[config.mk]
export PLATFORM = sky130hd
export DESIGN_NAME = voq_rr_scheduler
export DESIGN_NICKNAME = d
export VERILOG_FILES = /design/src/rtl/voq_rr_scheduler.sv
export SDC_FILE = /design/constraint.sdc
export NUM_CORES = 1
export LEC_CHECK = 0
export CAP_MARGIN = 20
export CORE_MARGIN = 1
export CORE_UTILIZATION = 49
export DETAILED_ROUTE_END_ITERATION = 6
export GPL_TIMING_DRIVEN = 0
export PLACE_DENSITY = 0.86
export SLEW_MARGIN = 20
export SYNTH_ARGS = -nofsm -noshare
export SYNTH_HDL_FRONTEND = slang
export SYNTH_SLANG_ARGS = --single-unit
[constraint.sdc]
create_clock -name clk -period 4.9 [get_ports clk]
set_clock_uncertainty 0.15 [all_clocks]
set_input_delay 0.98 -clock clk [delete_from_list [all_inputs] [get_ports clk]]
set_output_delay 0.98 -clock clk [all_outputs]
set_load 0.01 [all_outputs]
[src/rtl/voq_rr_scheduler.sv]
// Packet-locked round-robin scheduler for VOQ head-of-line requests.
// Optional watchdog release is compiled in with VOQ_SCHED_WATCHDOG_EN.
`ifndef PORT_NUB_TOTAL
`define PORT_NUB_TOTAL 4
`endif

module voq_rr_scheduler #(
  parameter int PORT_NUB  = `PORT_NUB_TOTAL,
  parameter int WIDTH_SEL = $clog2(PORT_NUB),
  parameter int WDT_MAX   = 1024
) (
  input  logic                 clk,
  input  logic                 rst_n,
  input  logic [PORT_NUB-1:0]  req_in,
  input  logic [PORT_NUB-1:0]  eop_in,
  input  logic                 voq_full_in,
  output logic [PORT_NUB-1:0]  grant_out,
  output logic [WIDTH_SEL-1:0] grant_idx,
  output logic                 grant_valid,
  output logic                 xfer_out,
  output logic                 wdt_err
);

  typedef enum logic {IDLE, HOLD} state_t;

  state_t               state_reg, state_next;
  logic [WIDTH_SEL-1:0] rr_ptr_reg, rr_ptr_next;
  logic [PORT_NUB-1:0]  grant_reg, grant_next;
  logic [WIDTH_SEL-1:0] idx_reg, idx_next;
  logic                 valid_reg, valid_next;

  logic [WIDTH_SEL-1:0] ptr_inc;
  logic [WIDTH_SEL-1:0] arb_ptr;
  logic [WIDTH_SEL-1:0] pick;
  logic                 found;
  logic [PORT_NUB-1:0]  pick_onehot;
  logic                 eop_xfer;

  assign xfer_out  = valid_reg & req_in[idx_reg] & ~voq_full_in;
  assign eop_xfer  = xfer_out & eop_in[idx_reg];
  assign ptr_inc   = (int'(idx_reg) == PORT_NUB-1) ? '0 : idx_reg + 1'b1;
  // A completing packet arbitrates from the advanced pointer in the same cycle.
  assign arb_ptr   = eop_xfer ? ptr_inc : rr_ptr_reg;

  always_comb begin
    found = 1'b0;
    pick  = '0;
    for (int k = 0; k < PORT_NUB; k++) begin
      int cand;
      cand = int'(arb_ptr) + k;
      if (cand >= PORT_NUB) cand = cand - PORT_NUB;
      if (!found && req_in[cand]) begin
        found = 1'b1;
        pick  = WIDTH_SEL'(cand);
      end
    end
  end

  for (genvar gi = 0; gi < PORT_NUB; gi++) begin : g_onehot
    assign pick_onehot[gi] = (int'(pick) == gi);
  end

`ifdef VOQ_SCHED_WATCHDOG_EN
  localparam int CNT_W = $clog2(WDT_MAX + 1);
  logic [CNT_W-1:0] wdt_cnt_reg, wdt_cnt_next;
  logic             wdt_err_reg, wdt_err_next;
`endif

  always_comb begin
    state_next  = state_reg;
    rr_ptr_next = rr_ptr_reg;
    grant_next  = grant_reg;
    idx_next    = idx_reg;
    valid_next  = valid_reg;
`ifdef VOQ_SCHED_WATCHDOG_EN
    wdt_cnt_next = wdt_cnt_reg;
    wdt_err_next = 1'b0;
`endif
    // A full downstream freezes the whole scheduler.
    if (!voq_full_in) begin
      case (state_reg)
        IDLE: begin
          if (found) begin
            state_next = HOLD;
            grant_next = pick_onehot;
            idx_next   = pick;
            valid_next = 1'b1;
          end
        end
        HOLD: begin
          if (eop_xfer) begin
            rr_ptr_next = ptr_inc;
`ifdef VOQ_SCHED_WATCHDOG_EN
            wdt_cnt_next = '0;
`endif
            if (found) begin
              grant_next = pick_onehot;
              idx_next   = pick;
            end else begin
              state_next = IDLE;
              grant_next = '0;
              idx_next   = '0;
              valid_next = 1'b0;
            end
          end else if (xfer_out) begin
`ifdef VOQ_SCHED_WATCHDOG_EN
            wdt_cnt_next = '0;
`endif
          end else begin
`ifdef VOQ_SCHED_WATCHDOG_EN
            if (int'(wdt_cnt_reg) == WDT_MAX - 1) begin
              rr_ptr_next  = ptr_inc;
              wdt_cnt_next = '0;
              wdt_err_next = 1'b1;
              state_next   = IDLE;
              grant_next   = '0;
              idx_next     = '0;
              valid_next   = 1'b0;
            end else begin
              wdt_cnt_next = wdt_cnt_reg + 1'b1;
            end
`endif
          end
        end
        default: state_next = IDLE;
      endcase
    end
  end

  always_ff @(posedge clk or negedge rst_n) begin
    if (!rst_n) begin
      state_reg  <= IDLE;
      rr_ptr_reg <= '0;
      grant_reg  <= '0;
      idx_reg    <= '0;
      valid_reg  <= 1'b0;
    end else begin
      state_reg  <= state_next;
      rr_ptr_reg <= rr_ptr_next;
      grant_reg  <= grant_next;
      idx_reg    <= idx_next;
      valid_reg  <= valid_next;
    end
  end

`ifdef VOQ_SCHED_WATCHDOG_EN
  always_ff @(posedge clk or negedge rst_n) begin
    if (!rst_n) begin
      wdt_cnt_reg <= '0;
      wdt_err_reg <= 1'b0;
    end else begin
      wdt_cnt_reg <= wdt_cnt_next;
      wdt_err_reg <= wdt_err_next;
    end
  end
  assign wdt_err = wdt_err_reg;
`else
  assign wdt_err = 1'b0;
`endif

  assign grant_out   = grant_reg;
  assign grant_idx   = idx_reg;
  assign grant_valid = valid_reg;

endmodule

* Yosys cells after proc, flatten, opt, wreduce, memory -nomap -nowiden
Cells that the tools add are included.
Operators by class: add/subtract/negate cells 8, equality and inequality tests 7, magnitude comparators 9, muxes and demuxes 45, reductions and logical operators 10, bitwise operators 5
Operator list (count):
- < comparator 32 x 4 -> 1 bit, second input constant | 4
- 2-to-1 mux 32 bit | 4
- 2-to-1 mux 1 bit | 19
- 2-to-1 mux 2 bit | 9
- binary-select mux 1 bit (select 2 bit) | 6
- 2-to-1 mux 4 bit | 3
- subtractor 3 x 3 -> 4 bit, second input constant | 3
- >= comparator 3 bit, second input constant | 3
- case mux 4 bit (2 select lines) | 1
- adder 2 x 2 -> 3 bit, second input constant | 2
- equality test 2 x 1 -> 1 bit, second input constant | 2
- equality test 2 bit, second input constant | 2
- inequality test 2 bit, second input constant | 2
- case mux 1 bit (2 select lines) | 2
- case mux 2 bit (2 select lines) | 1
- AND reduction 4 bit | 1
- subtractor 2 x 3 -> 4 bit, second input constant | 1
- adder 2 x 1 -> 3 bit, second input constant | 1
- bitwise AND 1 bit | 3
- >= comparator 2 x 3 -> 1 bit, second input constant | 1
- logical AND 1 bit | 3
- zero test 1 bit | 3
- < comparator 2 x 3 -> 1 bit, second input constant | 1
- AND reduction 3 bit | 1
- other kinds (5) | 6
Storage, ports and cells: flip-flop bits (word level) 10, output and inout port bits 9, logic and storage cells 89, bits of input ports 11

* Longest topological paths before layout
word-level depth 25, depth in mapped cells 8, mapped depth without buffers 7

* Least setup slack after synthesis
No wires, ideal clock.
path type input to output, start point in voq_full_in, end point out xfer_out, required time 3.770 ns, path buffers 0, cell stages on the path 3, slack 2.125 ns, arrival 1.645 ns, cells stage by stage or3b_1 > o22a_1 > clkinv_1
Between the ends: word-level cells in the longest chain between the ends 2
RTL lines:
- start, declared | line 16 | input logic voq_full_in,
- NOT 1 bit (no line)
- bitwise AND 1 bit | line 39 | assign xfer_out = valid_reg & req_in[idx_reg] & ~voq_full_in;
- end, declared | line 20 | output logic xfer_out,
Every way passes these cells.

* Final worst setup path
Same ends and word-level chain as after synthesis.

==> run summary <==
The largest vdd supply drop is 0.000334 V. The worst register-to-register path ends at grant_out[3]. The data arrival at the endpoint of the critical path came out at 2.71 ns. The critical path is of the primary input to primary output type. Entering global routing, the biggest net connects 11 pins. The I/O pin count is 20. The critical path starts at voq_full_in. STA classifies the critical path startpoint as a primary input. The headroom to the max-slew limit came out at 0.609. The final standard cell count with taps included and fillers excluded came out at 111. The share of post-route cells with drive strength above 1 is 0.156.

The remaining number of nets flagged by the antenna check after routing came out at 0. The number of failing setup endpoints in the final timing report came out at 0. Setup repair after global routing left no endpoint under its margin.

The path class of the tightest hold or removal check is register to register. The number of max-slew violations in the final report came out at 0. The number of antenna violations at the first check in global routing is 0.

Relative to the synthesized area, the layout overhead comes to 32.4%. The tree is rooted in a clkbuf_4. The via count of the first global-routing pass is 601. In this run, post-CTS repair resized a total of 0 instances. The clock input transition at the sequential cells of the worst setup and hold paths came out at 0.06 ns.

Counting flops with a built-in enable in the synthesized netlist gives 0. During synthesis, Yosys emitted a total of 0 warnings. The detailed-route wire length per cell came out at 13.8 um. Power spread over the standard cell area amounts to 514 nW/um^2. The share of the clock period used by the worst path came out at 0.784. For this run, the top clock speed supported by timing is 0.260 GHz. On the critical path the largest part of the delay comes from buffers and inverters. The total global routing overflow came out at 0. The logic depth of the worst register-to-register path came out at 7.

The flow ran to the end, and the final reports show no timing, DRC or antenna violations. When the netlist entered floorplanning its net count stood at 87. The number of optimization iterations in the first detailed-route pass came out at 4. The post-layout net count is 109. The HPWL reported at the end of detailed placement is 1170 um. The number of cell rows is 13. In the layout the commonest cells are clkdlybuf4s50_1 (17), dfrtp_1 (10), nand2_1 (7).

The placeable core region came out at 1320 um^2. The first global-routing pass estimated 2560 um of wire. The initial detailed-routing violation count is 20. The count of vias placed by the detailed router came out at 688. The slowest stage of the critical path belongs to the cell clkdlybuf4s50_1. The sequential-to-total area share from yosys stat is 0.360. The count of unresolved DRC violations after routing came out at 0. The effective utilization at floorplan came out at 0.527. The worst register-to-register path has a setup slack of 2.53 ns. The aggregate global-route resource usage came out at 0.244.

The buffer depth of the longest clock path is 2. Across the run, the number of max-cap violations was 0. The endpoint type of the worst setup path is a primary output. The critical path's largest stage delay is 0.53 ns. Including well taps, the total number of placed cells is 107. Of all nets on the critical path, the largest fanout is 6. The number of buffers created by CTS is 3. In this run, post-CTS hold repair placed 0 buffers. From bottom edge to top edge, the die measures 39.6 um. The critical path goes through clkdlybuf4s50_1 > or3b_1 > o22a_1 > clkinv_1 > clkdlybuf4s50_1. The fraction of registers with async set/reset came out at 1.00. The leakage component of the power came out at 0.000398 uW. Counting the fill cells in the layout gives 107. The buffers inserted during post-CTS setup optimization came out at 0. The post-synthesis instance area is 694 um^2.

The average instance in the mapped netlist occupies 9.26 um^2. The clock period could shrink to 3.84 ns. The number of distinct library cell variants in the gate-level netlist after synthesis came out at 37. After detailed routing, the number of vias per cell comes to 6.20. The die extent in x came out at 39.6 um. The antenna diode count came out at 0. In this run the critical register-to-register path is launched from grant_idx[0].

The leading cell type in the layout, fill and taps excluded is clkdlybuf4s50_1. Together, buffers and inverters on the worst path number 3. Clock latency on the worst-skew pair, taken at its later pin, is 0.26 ns. The final-report hold violation count came out at 0. The transition at the pin with the smallest max-transition slack came out at 0.582 ns.

In this run the worst setup path terminates at xfer_out. The synthesis-stage register bit count is 10. The total number of H-tree levels came out at 1.

For this run, the leading register cell type out of synthesis is dfrtp_1. The final setup TNS is 0 ns. After detailed routing, the total wire length is 1540 um. The clock net in this run drives a total of 10 sinks. At the worst endpoint, the required time is 3.77 ns. The critical path runs through a total of 5 cells. The count of buffers from port buffering is 17. The last weighted congestion value of the routability-driven placer came out at 0.810.

Power comes to 472 uW. The number of flip-flops in the largest register is 4. The floorplan step defined a die boundary enclosing 1570 um^2. The number of cells produced by synthesis came out at 75. The most numerous cell type found on the critical path is clkdlybuf4s50_1. The CTS tree is done.
## worst min-delay path by stage
stage | from | endpoint | slack, ns | cells after the start
after floorplan | state_reg | grant_valid | 0.32 | 1
after global placement | grant_valid | grant_valid | 0.34 | 2
after detailed placement | grant_out[3] | grant_out[3] | 0.34 | 1
after CTS | grant_valid | grant_valid | 0.36 | 2
after global routing | grant_out[3] | grant_out[3] | 0.38 | 1
final | state_reg | grant_valid | 0.36 | 1
## worst register-to-register path, cell delays in order, from the launching register on
cell      delay (ns)
dfrtp_1         0.39
buf_6           0.15
mux4_2          0.56
clkinv_2        0.09
nor3_1          0.04
or3_1           0.38
a211oi_2        0.37
a22o_1          0.19
## Yosys cell counts, drive strengths merged (2+ instances only)
cell / count / area [um^2]
a211oi: 2 / 20.0
a21o: 2 / 16.3
a21oi: 6 / 30.0
a22o: 2 / 17.5
buf: 3 / 23.8
clkinv: 2 / 8.75
dfrtp: 10 / 250
inv: 4 / 15.0
mux2: 3 / 33.8
mux2i: 3 / 30.0
nand2: 7 / 26.3
nand3b: 2 / 15.0
nor2: 2 / 7.51
nor3: 2 / 10.0
o21ai: 5 / 25.0
o22ai: 2 / 12.5
o31ai: 3 / 22.5
## cell families (layout without fill, tap and decap cells)
family          Yosys count  count (layout)  synth area share
compound gates           27              27             0.263
fa+ha+maj                 1               1            0.0180
buf+inv                   9              30            0.0684
flops                    10              10             0.360
mux                       7               7             0.124
simple gates             20              20             0.160
other cells               1               1           0.00540
## area by class of cell
type                    instances  area, um^2  share of cell area
plain buffers                   3        23.8              0.0259
repair buffers                 17         170               0.185
multi-input cells              56         397               0.431
flip-flops and latches         10         250               0.272
inverters                       6        23.8              0.0259
clock buffers                   4        36.3              0.0395
well taps                      15        18.8              0.0204
## metrics by stage
step                      instance area, um^2  setup WS [ns]  hold WS (ns)  utilization
after floorplan                           694           2.13         0.319            -
after global placement                    883           1.05         0.339        0.670
after detailed placement                  883           1.06         0.341        0.670
after CTS                                 920           1.05         0.365        0.698
after global routing                      920          0.969         0.380        0.698
final                                     920           1.06         0.358        0.698
## routing by layer
layer	wire length, um	share of wire	vias to the layer above	track usage
met1	675	0.44	326	0.300
met2	716	0.47	33	0.422
met3	132	0.086	2	0.0227
met5	0	0	-	0
met4	11	0.0072	0	0.112
li1	-	-	327	-
## power breakdown
part	leakage (uW)	total (uW)	internal, uW	switching (uW)
sequential	0.000119	142	114	28.5
clock	0.0000210	73.2	45.1	28.1
combinational	0.000258	257	133	125
total	0.000398	472	291	181
(Power assumes the default switching activity.)
